$ cat src/rtl/audio_pkg.sv
// Shared audio-path types and constants, common to the delay/divide stage and the
// moving-average filter.
package audio_pkg;

  localparam int unsigned SAMPLE_W       = 24;
  localparam int unsigned LOG2_N_DEFAULT = 3;

  typedef logic signed [SAMPLE_W-1:0] sample_t;

endpackage

$ cat src/rtl/sample_ring.sv
// N-deep circular sample buffer; the entry at the write pointer is the oldest one,
// so it is read combinationally just before being overwritten.
module sample_ring
  import audio_pkg::*;
#(
  parameter int unsigned WIDTH      = SAMPLE_W,
  parameter int unsigned DEPTH_LOG2 = LOG2_N_DEFAULT
) (
  input  logic             Clock,
  input  logic             Reset_n,
  input  logic             clear,
  input  logic             we,
  input  logic [WIDTH-1:0] wdata,
  output logic [WIDTH-1:0] rdata_oldest
);

  localparam int unsigned Depth = 2 ** DEPTH_LOG2;

  logic [WIDTH-1:0]      r_mem [Depth];
  logic [DEPTH_LOG2-1:0] r_wr_ptr;

  always_ff @(posedge Clock) begin
    if (!Reset_n || clear) begin
      r_wr_ptr <= '0;
      for (int i = 0; i < Depth; i++) begin
        r_mem[i] <= '0;
      end
    end else if (we) begin
      r_mem[r_wr_ptr] <= wdata;
      r_wr_ptr        <= r_wr_ptr + DEPTH_LOG2'(1);
    end
  end

  assign rdata_oldest = r_mem[r_wr_ptr];

endmodule

$ cat src/rtl/moving_average.sv
// Running-sum moving average: each sample is pre-scaled by 1/N, and the sum tracks
// newest-in minus oldest-out. Outputs are partial sums while the window fills.
module moving_average
  import audio_pkg::*;
#(
  parameter int unsigned WIDTH  = SAMPLE_W,
  parameter int unsigned LOG2_N = LOG2_N_DEFAULT
) (
  input  logic                    Clock,
  input  logic                    Reset_n,
  input  logic                    in_valid,
  input  logic signed [WIDTH-1:0] in_sample,
  input  logic                    flush,
  output logic                    out_valid,
  output logic signed [WIDTH-1:0] out_sample,
  output logic                    primed
);

  localparam int unsigned N  = 2 ** LOG2_N;
  localparam int unsigned SW = WIDTH + LOG2_N;
  localparam logic [LOG2_N:0] FillMax = (LOG2_N + 1)'(N);

  logic                    w_accept;
  logic        [WIDTH-1:0] w_bias;
  logic signed [WIDTH-1:0] w_biased;
  logic signed [WIDTH-1:0] w_div;
  logic signed [WIDTH-1:0] w_old;
  logic signed [SW-1:0]    w_sum_next;

  logic signed [SW-1:0]    r_sum;
  logic        [LOG2_N:0]  r_fill;
  logic                    r_out_valid;
  logic signed [WIDTH-1:0] r_out_sample;

  assign w_accept = in_valid & ~flush;

  // Biasing negatives by N-1 before the arithmetic shift makes it truncate toward zero.
  assign w_bias   = {{(WIDTH - LOG2_N){1'b0}}, {LOG2_N{in_sample[WIDTH-1]}}};
  assign w_biased = in_sample + w_bias;
  assign w_div    = w_biased >>> LOG2_N;

  assign w_sum_next = r_sum + {{LOG2_N{w_div[WIDTH-1]}}, w_div}
                            - {{LOG2_N{w_old[WIDTH-1]}}, w_old};

  sample_ring #(
    .WIDTH      (WIDTH),
    .DEPTH_LOG2 (LOG2_N)
  ) u_ring (
    .Clock        (Clock),
    .Reset_n      (Reset_n),
    .clear        (flush),
    .we           (w_accept),
    .wdata        (w_div),
    .rdata_oldest (w_old)
  );

  always_ff @(posedge Clock) begin
    if (!Reset_n) begin
      r_sum        <= '0;
      r_fill       <= '0;
      r_out_valid  <= 1'b0;
      r_out_sample <= '0;
    end else if (flush) begin
      // out_sample deliberately holds across a flush.
      r_sum       <= '0;
      r_fill      <= '0;
      r_out_valid <= 1'b0;
    end else begin
      r_out_valid <= w_accept;
      if (w_accept) begin
        r_sum        <= w_sum_next;
        r_out_sample <= w_sum_next[WIDTH-1:0];
        if (r_fill != FillMax) begin
          r_fill <= r_fill + (LOG2_N + 1)'(1);
        end
      end
    end
  end

  assign out_valid  = r_out_valid;
  assign out_sample = r_out_sample;
  assign primed     = (r_fill == FillMax);

endmodule

$ cat config.mk
export PLATFORM = sky130hd
export DESIGN_NAME = moving_average
export DESIGN_NICKNAME = d
export VERILOG_FILES = /design/src/rtl/audio_pkg.sv /design/src/rtl/sample_ring.sv /design/src/rtl/moving_average.sv
export SDC_FILE = /design/constraint.sdc
export NUM_CORES = 1
export LEC_CHECK = 0
export CAP_MARGIN = 20
export CORE_AREA = 3 3 155 157
export DETAILED_ROUTE_END_ITERATION = 10
export DIE_AREA = 0 0 158 160
export HOLD_SLACK_MARGIN = 0.02
export PLACE_DENSITY = 0.67
export SLEW_MARGIN = 20
export SYNTH_ARGS = -nofsm -noshare
export SYNTH_HDL_FRONTEND = slang
export SYNTH_SLANG_ARGS = --single-unit
$ cat constraint.sdc
create_clock -name Clock -period 14.55 [get_ports Clock]
set_input_delay 2.1825 -clock Clock [delete_from_list [all_inputs] [get_ports Clock]]
set_output_delay 2.1825 -clock Clock [all_outputs]
set_load 0.05 [all_outputs]
# Yosys cells after proc, flatten, opt, wreduce, memory -nomap -nowiden
# Memory sizes are Yosys's and may differ from the RTL's. A register that Yosys moved wholly into a read port is not among the register bits.
# Cells that the tools add are included.
dict set report op_classes {
  order_cmp 0
  n_addsub 5
  reduce_logical 6
  shift 0
  mul 0
  n_eq_ne 2
  bitwise 3
  div 0
  muxes 10
}
# cell n
set op_table {}
lappend op_table {{$add A27 B27 Y27} 1}
lappend op_table {{$sub A27 B27 Y27} 1}
lappend op_table {{$add A24 B3 Y24} 1}
lappend op_table {{$mux W24} 1}
lappend op_table {{$reduce_or A24 Y1} 1}
lappend op_table {{$mux W3} 3}
lappend op_table {{$mux W1} 6}
lappend op_table {{$add A4 B1 Y4 const B} 1}
lappend op_table {{$eq A4 B4 Y1 const B} 1}
lappend op_table {{$ne A4 B4 Y1 const B} 1}
lappend op_table {{$reduce_and A2 Y1} 2}
lappend op_table {{$add A3 B1 Y3 const B} 1}
lappend op_table {{$not A1 Y1} 2}
lappend op_table {{$reduce_or A2 Y1} 1}
lappend op_table {{$and A1 B1 Y1} 1}
lappend op_table {{$logic_not A1 Y1} 1}
lappend op_table {{$logic_or A1 B1 Y1} 1}
dict set report word_totals {
  latch_bits 0
  out_inout_bits 26
  wordCells 32
  mem_bits_ro 0
  input_bits 28
  memories 1
  reg_bits 59
  ramBits 192
}
# memory depth width rd rd_clocked_by_memory_dff write_ports line_no
set mem_list {}
lappend mem_list {u_ring.r_mem 8 24 1 1 8 sample_ring.sv:19} ;# logic [WIDTH-1:0] r_mem [Depth];

# Depth between registers and ports, before layout
# Gate-level depths: netlist of run 1.
dict set report logic_depth {
  word_depth 7
  ltp_mapped 18
  ltp_nobuf 17
}

# By module
# A second synthesis of run 1 with hierarchy kept.
dict set report unflattened {
  hier_cells 1064
  area_unflattened_um2 13108.8
}
# mod cells_each instances area_per_inst_um2 seq_area_each_um2
set by_module_without_submodules {}
lappend by_module_without_submodules {sample_ring 569 1 9021.2 5885.6}
lappend by_module_without_submodules {moving_average 495 1 4087.7 1061.0}

# Worst setup path before layout of run 1
# OpenSTA, ideal clock, no wires.
dict set report synth_path {
  path_type {input -> register}
  start {input in_sample[1]}
  end {register r_out_sample[23], in the netlist out_sample[23]}
  t_arrival_ns 6.011
  setup_ns 0.127
  cell_stages 18
  setup_slack_ns 8.412
  path_buffers 1
  path_cell_list {ha_1 > a31o_2 > a21oi_2 > nor2b_1 > and2_1 > buf_2 > nand3_1 > xor2_1 > inv_1 > fa_1 > ha_1 > a21oi_2 > nand2_1 > o21a_1 > a221o_2 > a22oi_1 > mux2i_1 > nand3_1}
}
dict set report synth_between {
  elab_chain_cells 3
}
# item line_no
set synth_lines {}
lappend synth_lines {{from (decl)} moving_average.sv:12} ;# input logic signed [WIDTH-1:0] in_sample,
lappend synth_lines {{$add A24 B3 Y24} moving_average.sv:39} ;# assign w_biased = in_sample + w_bias;
lappend synth_lines {{named net u_ring.wdata[4]} sample_ring.sv:13} ;# input logic [WIDTH-1:0] wdata,
lappend synth_lines {{$add A27 B27 Y27} moving_average.sv:42} ;# assign w_sum_next = r_sum + {{LOG2_N{w_div[WIDTH-1]}}, w_div}
lappend synth_lines {{$sub A27 B27 Y27} moving_average.sv:43} ;# - {{LOG2_N{w_old[WIDTH-1]}}, w_old};
lappend synth_lines {{to (signal assigned)} moving_average.sv:72} ;# r_out_sample <= w_sum_next[WIDTH-1:0];
lappend synth_lines {{to (decl)} moving_average.sv:33} ;# logic signed [WIDTH-1:0] r_out_sample;
# The timed path passes the listed nets, and every way through them passes these cells.
# A chain may end at the register's enable or synchronous reset.

# Worst setup path in the final report of run 1
dict set report layout_path {
  start {input in_sample[23]}
  end {register r_out_sample[21], in the netlist out_sample[21]}
}
# The elaborated chain is that of the path after synthesis.

==> metrics, run 1 <==
Async SR Flop Fraction=0%; WP data arrival=a little over 7 ns; Hold Startpoint=r_sum[7]; # DRC=0; htree depth=1; Ys Warns=0; CP Launch Type=primary input; DRT Wirelength=27,000 µm; # Max-Cap Violations=0; initial antenna violation count=0; Synth Area in XOR/XNOR=roughly 3%; Antenna Cells=0; slowest CP cell=xor2_1; maximum vdd drop=0.0786 mV; via/cell ratio=roughly 5.7; CP max FO=9; fillcell total=between 1.5k and 2k; core area=22,600 µm²; Detailed Place HPWL=17,000 µm; unrepaired setup endpoints after global routing=no; status=finished, final reports clean; Slew Viols, Final=0; die area=25,300 µm²; CP required=15.03 ns; hold depth=2; pin count of the biggest net entering global routing=43; Post-synth EDFFs=168; number of global-route vias before repair=7,568; simple-gate area share of the yosys netlist=13.9%; critical path cell sequence=clkdlybuf4s50_1 > ha_1 > a31o_2 > a21oi_2 > nand3b_1 > nor3_4 > nand3_1 > xor2_1 > inv_1 > fa_1 > ha_1 > and3_1 > a31oi_1 > nand2_1 > a311o_1 > a21oi_2 > mux2i_1 > a31o_1; via count=~7.5k; WL per Instance=20.6 µm; Final GP Congestion=roughly 0.9; actual slew at the worst max-slew pin=0.930 ns; Die Ht=160 µm; Peak Freq=149 MHz; final hold vios=0; synthesized net count=1,035; cell row count=55; share of layout cells above drive strength 1=12.3%; Max clock buf depth=3; Tightest Hold Check Type=flop to flop; fin util=57.4%; reg-to-reg endpoint=out_sample[20]; CP Class=primary input to flop; PostCTS Resize Cnt=0; Ports=54; Starting Density=50.0%; First-pass DRT Iterations=5; placed cells=1,267; Post-CTS Hold Fix Bufs=0; Port Buffers=53; CTS tree=done; main combinational cell family by area after synthesis=simple AND/OR/NAND/NOR gates; Layout area overhead=14.9%; area leader, netlist=edfxtp_1; Nets=1,090; Worst slew margin=38.0%; worst r2r path cells=12; adder-cell share of the synthesized area=7.39%; Root Driver=clkbuf_16; slowest stage delay, CP=roughly 0.64 ns; synth unique cells=57; setup TNS=0 ns; Lkg Pwr=roughly 5 nW; first-pass GRT wire length=between 40,000 and 50,000 µm; Commonest cells post-synth=nor2_1, edfxtp_1, nand2_1; top-count cell post-synth=nor2_1; Congestion Overflow GR=0; Tcrit/Tclk final=a little under half; power per cell area=~130 nW/µm²; clk_skew=0.0160 ns; Mapped Area=roughly 11,000 µm²; Avg Cell Area, Syn=11.9 µm²; 1st-iter DRT viols=590; #FFs+latches synth=around 230; GRT Util Overall=21.5%; Cells after Synth=954; Seq/Total Area, Yosys=a little under three fifths; Setup crit end kind=flop; mux share of post-synthesis cell area=11.3%; Compound-Gate Fraction of Synth Area=a little over 6%; Hold Path Sink=r_sum[7]; Detail Route Antenna Nets=0; top post-synthesis cells by area=edfxtp_1, dfxtp_1, mux4_2; final worst path period need=around 6.7 ns; # Post-CTS Setup Buffers=0; top_reg_cell synth=edfxtp_1; # setup viols final=0; Power Total=1.75 mW; CTS Sinks=227; Die X=158 µm; final std cells w/o fill=1,312; Clock Pin Slew Worst Setup and Hold Paths=approximately 0.060 ns; worst reg-to-reg setup slack=approximately 9.9 ns; clock latency on the worst-skew pair=between 0.5 and 0.6 ns; Inserted Clock Buffers=25; Yosys top cell area share=44.6%
kinds of logic after synthesis:
family	Yosys count
mux	74
xor+xnor	37
fa+ha+maj	53
flops	227
simple gates	367
buf+inv	94
compound gates	102
worst max-delay path by stage:
stage                       start             end  slack (ns)  depth (start not counted)
finish              in_sample[23]  out_sample[21]        7.85                         18
global route        in_sample[23]  out_sample[21]        7.63                         18
CTS                 in_sample[23]  out_sample[21]        7.94                         18
detailed placement  in_sample[23]  out_sample[21]        7.42                         18
global placement    in_sample[23]  out_sample[21]        7.48                         18
floorplan            in_sample[1]  out_sample[23]        8.41                         18
where the power goes:
| group | internal (mW) | switching (mW) | total, mW |
|---|---|---|---|
| Sequential | 0.734 | 0.0189 | 0.753 |
| Combinational | 0.144 | 0.235 | 0.379 |
| Clock | 0.356 | 0.258 | 0.614 |
| Total | 1.23 | 0.512 | 1.75 |
flip-flops by register name (all words and copies together), names as in the netlist, named ones only:
signal / flops
r_fill: 4
u_ring.r_mem: 168
out_valid: 1
r_sum: 24
out_sample: 24
u_ring.r_wr_ptr: 3
layout by cell type (no fill, tap or decap), types with 3 or more instances in the layout:
| cell type | synthesis | layout |
|---|---|---|
| nand3_1 | 27 | 27 |
| inv_1 | 44 | 44 |
| a21o_1 | 6 | 6 |
| dfxtp_1 | 59 | 57 |
| a311o_1 | 3 | 3 |
| nand3b_1 | 3 | 3 |
| fa_1 | 23 | 23 |
| clkinv_1 | 0 | 4 |
| a21oi_1 | 28 | 28 |
| mux2i_1 | 25 | 25 |
| or3_1 | 5 | 5 |
| buf_4 | 0 | 25 |
| o21a_1 | 4 | 4 |
| a21boi_0 | 9 | 9 |
| nor2b_1 | 6 | 5 |
| mux2_2 | 7 | 7 |
| nand4_1 | 6 | 6 |
| clkinv_2 | 0 | 3 |
| a31oi_1 | 7 | 7 |
| a21oi_2 | 4 | 4 |
| mux4_2 | 42 | 42 |
| nor3_1 | 4 | 4 |
| nor2_1 | 202 | 201 |
| and3_1 | 12 | 12 |
| edfxtp_1 | 168 | 168 |
| xor2_1 | 21 | 21 |
| o21ai_0 | 18 | 18 |
| nand2b_1 | 5 | 5 |
| and4_1 | 4 | 4 |
| o211ai_1 | 5 | 5 |
| nand2_1 | 82 | 81 |
| clkbuf_16 | 0 | 26 |
| clkdlybuf4s50_1 | 0 | 53 |
| xnor2_1 | 13 | 13 |
| ha_1 | 30 | 30 |
| and2_1 | 5 | 5 |
| clkbuf_1 | 37 | 6 |
critical path, delay by kind of cell:
kind | cells | cell delay, ns
compound gates | 6 | 1.08
xor+xnor | 1 | 0.64
fa+ha+maj | 3 | 1.20
buf+inv | 2 | 0.61
mux | 1 | 0.27
simple gates | 5 | 1.19
per-layer routing:
metal	GRT usage, %	routed length, µm	up-vias
li1	-	-	3495
met1	31.8	11800	3665
met2	33.5	12400	329
met3	4.09	2230	41
met4	4.77	520	0
met5	0	0	-
area by class of cell:
type                    instances  area [µm²]  area share (%)
well taps                     285         357            2.74
multi-input cells             633        4730            36.4
inverters                      44         165            1.27
clock buffers                  34         701            5.39
flip-flops and latches        227        6230            47.9
repair buffers                 78         718            5.53
clock inverters                11        95.1           0.732
metrics by stage:
stage	hold slack, ns	instance area, µm²	setup WS (ns)
2_1_floorplan	0.422	11300	8.41
3_3_place_gp	0.432	12200	7.48
3_5_place_dp	0.435	12200	7.42
4_1_cts	0.448	13000	7.94
5_1_grt	0.474	13000	7.63
6_report	0.451	13000	7.85
Note: power is estimated with default switching activity, not from simulation.
==> run 2: changes to the inputs <==
PLACE_DENSITY = 0.7   (was 0.67)
clock period = 6.1 ns   (was 14.55 ns; I/O delays follow)
==> metrics, run 2 (synthesis results as in run 1) <==
via count=7,517; # Post-CTS Setup Buffers=0; Port Buffers=between 50 and 60; Antenna Cells=0; setup TNS=0 ns; Detailed Place HPWL=18,100 µm; final hold vios=0; Setup crit end kind=flop; Hold Path Sink=r_sum[7]; core area=22,600 µm²; WL per Instance=19.7 µm; worst r2r path cells=13; Ports=54; commonest non-fill, non-tap cell in the layout=nor2_1; First-pass DRT Iterations=5; design area=between 10,000 and 15,000 µm²; Tightest Hold Check Type=flop to flop; # Max-Cap Violations=0; PostCTS Resize Cnt=0; Die Ht=160 µm; placed cells=1,289; actual slew at the worst max-slew pin=1.06 ns; final std cells w/o fill=1,334; htree depth=1; Detail Route Antenna Nets=0; fillcell total=between 1.5k and 2k; Slew Viols, Final=0; Nets=1,112; Root Driver=clkbuf_16; reg-to-reg endpoint=out_sample[20]; CTS tree=done; DRT Wirelength=26,300 µm; Congestion Overflow GR=0; fin util=58.7%; Starting Density=between 40% and 50%; Die X=158 µm; WP data arrival=5.49 ns; clk_skew=0.00691 ns; Top reg by flops=u_ring.r_mem; Post-CTS Hold Fix Bufs=0; CP Class=primary input to flop; CP Launch Type=primary input; Tcrit/Tclk final=a little over four fifths; share of layout cells above drive strength 1=14.6%; Area after DPL=12,400 µm²; Inserted Clock Buffers=25; clock latency on the worst-skew pair=0.51 ns; Peak Freq=196 MHz; status=finished, final reports clean; CTS Sinks=227; hold depth=2; pin count of the biggest net entering global routing=36; commonest cells after routing, fill and taps aside=nor2_1, edfxtp_1, nand2_1, dfxtp_1, clkdlybuf4s50_1; Hold WS=0.445 ns; worst reg-to-reg setup slack=1.60 ns; initial antenna violation count=0; maximum vdd drop=0.200 mV; Worst slew margin=29.2%; Clock Pin Slew Worst Setup and Hold Paths=roughly 0.06 ns; via/cell ratio=approximately 5.6; CP max FO=7; worst setup margin=0.998 ns; # setup viols final=0; Max clock buf depth=3; Final GP Congestion=0.855; first-pass GRT wire length=42,400 µm; Power Total=roughly 4.3 mW; Layout area overhead=17.5%; 1st-iter DRT viols=620; final worst path period need=5.10 ns; unrepaired setup endpoints after global routing=no; Hold Startpoint=r_sum[7]; # DRC=0; max FFs per register=between 150 and 200; post-place setup slack=0.499 ns; CP required=6.49 ns; die area=25,300 µm²; number of global-route vias before repair=7,662; power per cell area=approximately 330 nW/µm²; Lkg Pwr=5.32 nW; cell row count=55; GRT Util Overall=21.5%
## run 2: changes by cell type in the layout (fill, tap and decap cells not counted), moves of 2 or more
cell       before  now
clkinv_2        3    5
clkbuf_1        6    3
buf_4          25   45
clkbuf_16      26   29
clkinv_1        4    1
bufinv_16       1    3
## run 2: how the worst max path moves through the flow
stage	startpoint	end	slack, ns	cells past startpoint
floorplan	in_sample[1]	out_sample[23]	1.23	18
global placement	in_sample[23]	out_sample[21]	0.57	18
detailed placement	in_sample[23]	out_sample[21]	0.50	18
CTS	in_sample[23]	out_sample[23]	1.00	18
global route	in_sample[23]	out_sample[21]	0.71	18
finish	in_sample[23]	out_sample[23]	1.0	18
## run 2: metal layers
metal | vias up | global-route usage [%] | wire [µm]
li1 | 3549 | - | -
met5 | - | 0 | 0
met1 | 3687 | 32.1 | 11900
met3 | 37 | 3.12 | 1560
met2 | 244 | 33.8 | 12400
met4 | 0 | 4.69 | 454
## run 2: power by group
group	internal, mW	switching, mW	total, mW
logic	0.355	0.553	0.908
clock network	1.01	0.604	1.62
registers	1.75	0.0479	1.80
## run 2: final cells by class
type,instances,area (µm²),share of cell area (%)
clock buffers,35,778,5.86
inverters,44,165,1.24
multi-input cells,633,4720,35.5
flip-flops and latches,227,6230,46.9
repair buffers,100,911,6.85
well taps,285,357,2.68
clock inverters,10,126,0.951
## run 2: critical path: stages
cell             delay [ns]
clkdlybuf4s50_1        0.53
ha_1                   0.25
a31o_2                 0.25
a21oi_2                0.18
nor2b_1                0.09
and2_1                 0.26
nand3_1                0.14
xor2_1                 0.32
inv_1                  0.11
fa_1                   0.45
ha_1                   0.39
a21oi_2                0.20
nand2_1                0.08
o21a_1                 0.22
a221o_2                0.46
a22oi_1                0.25
mux2i_1                0.26
nand3_1                0.10
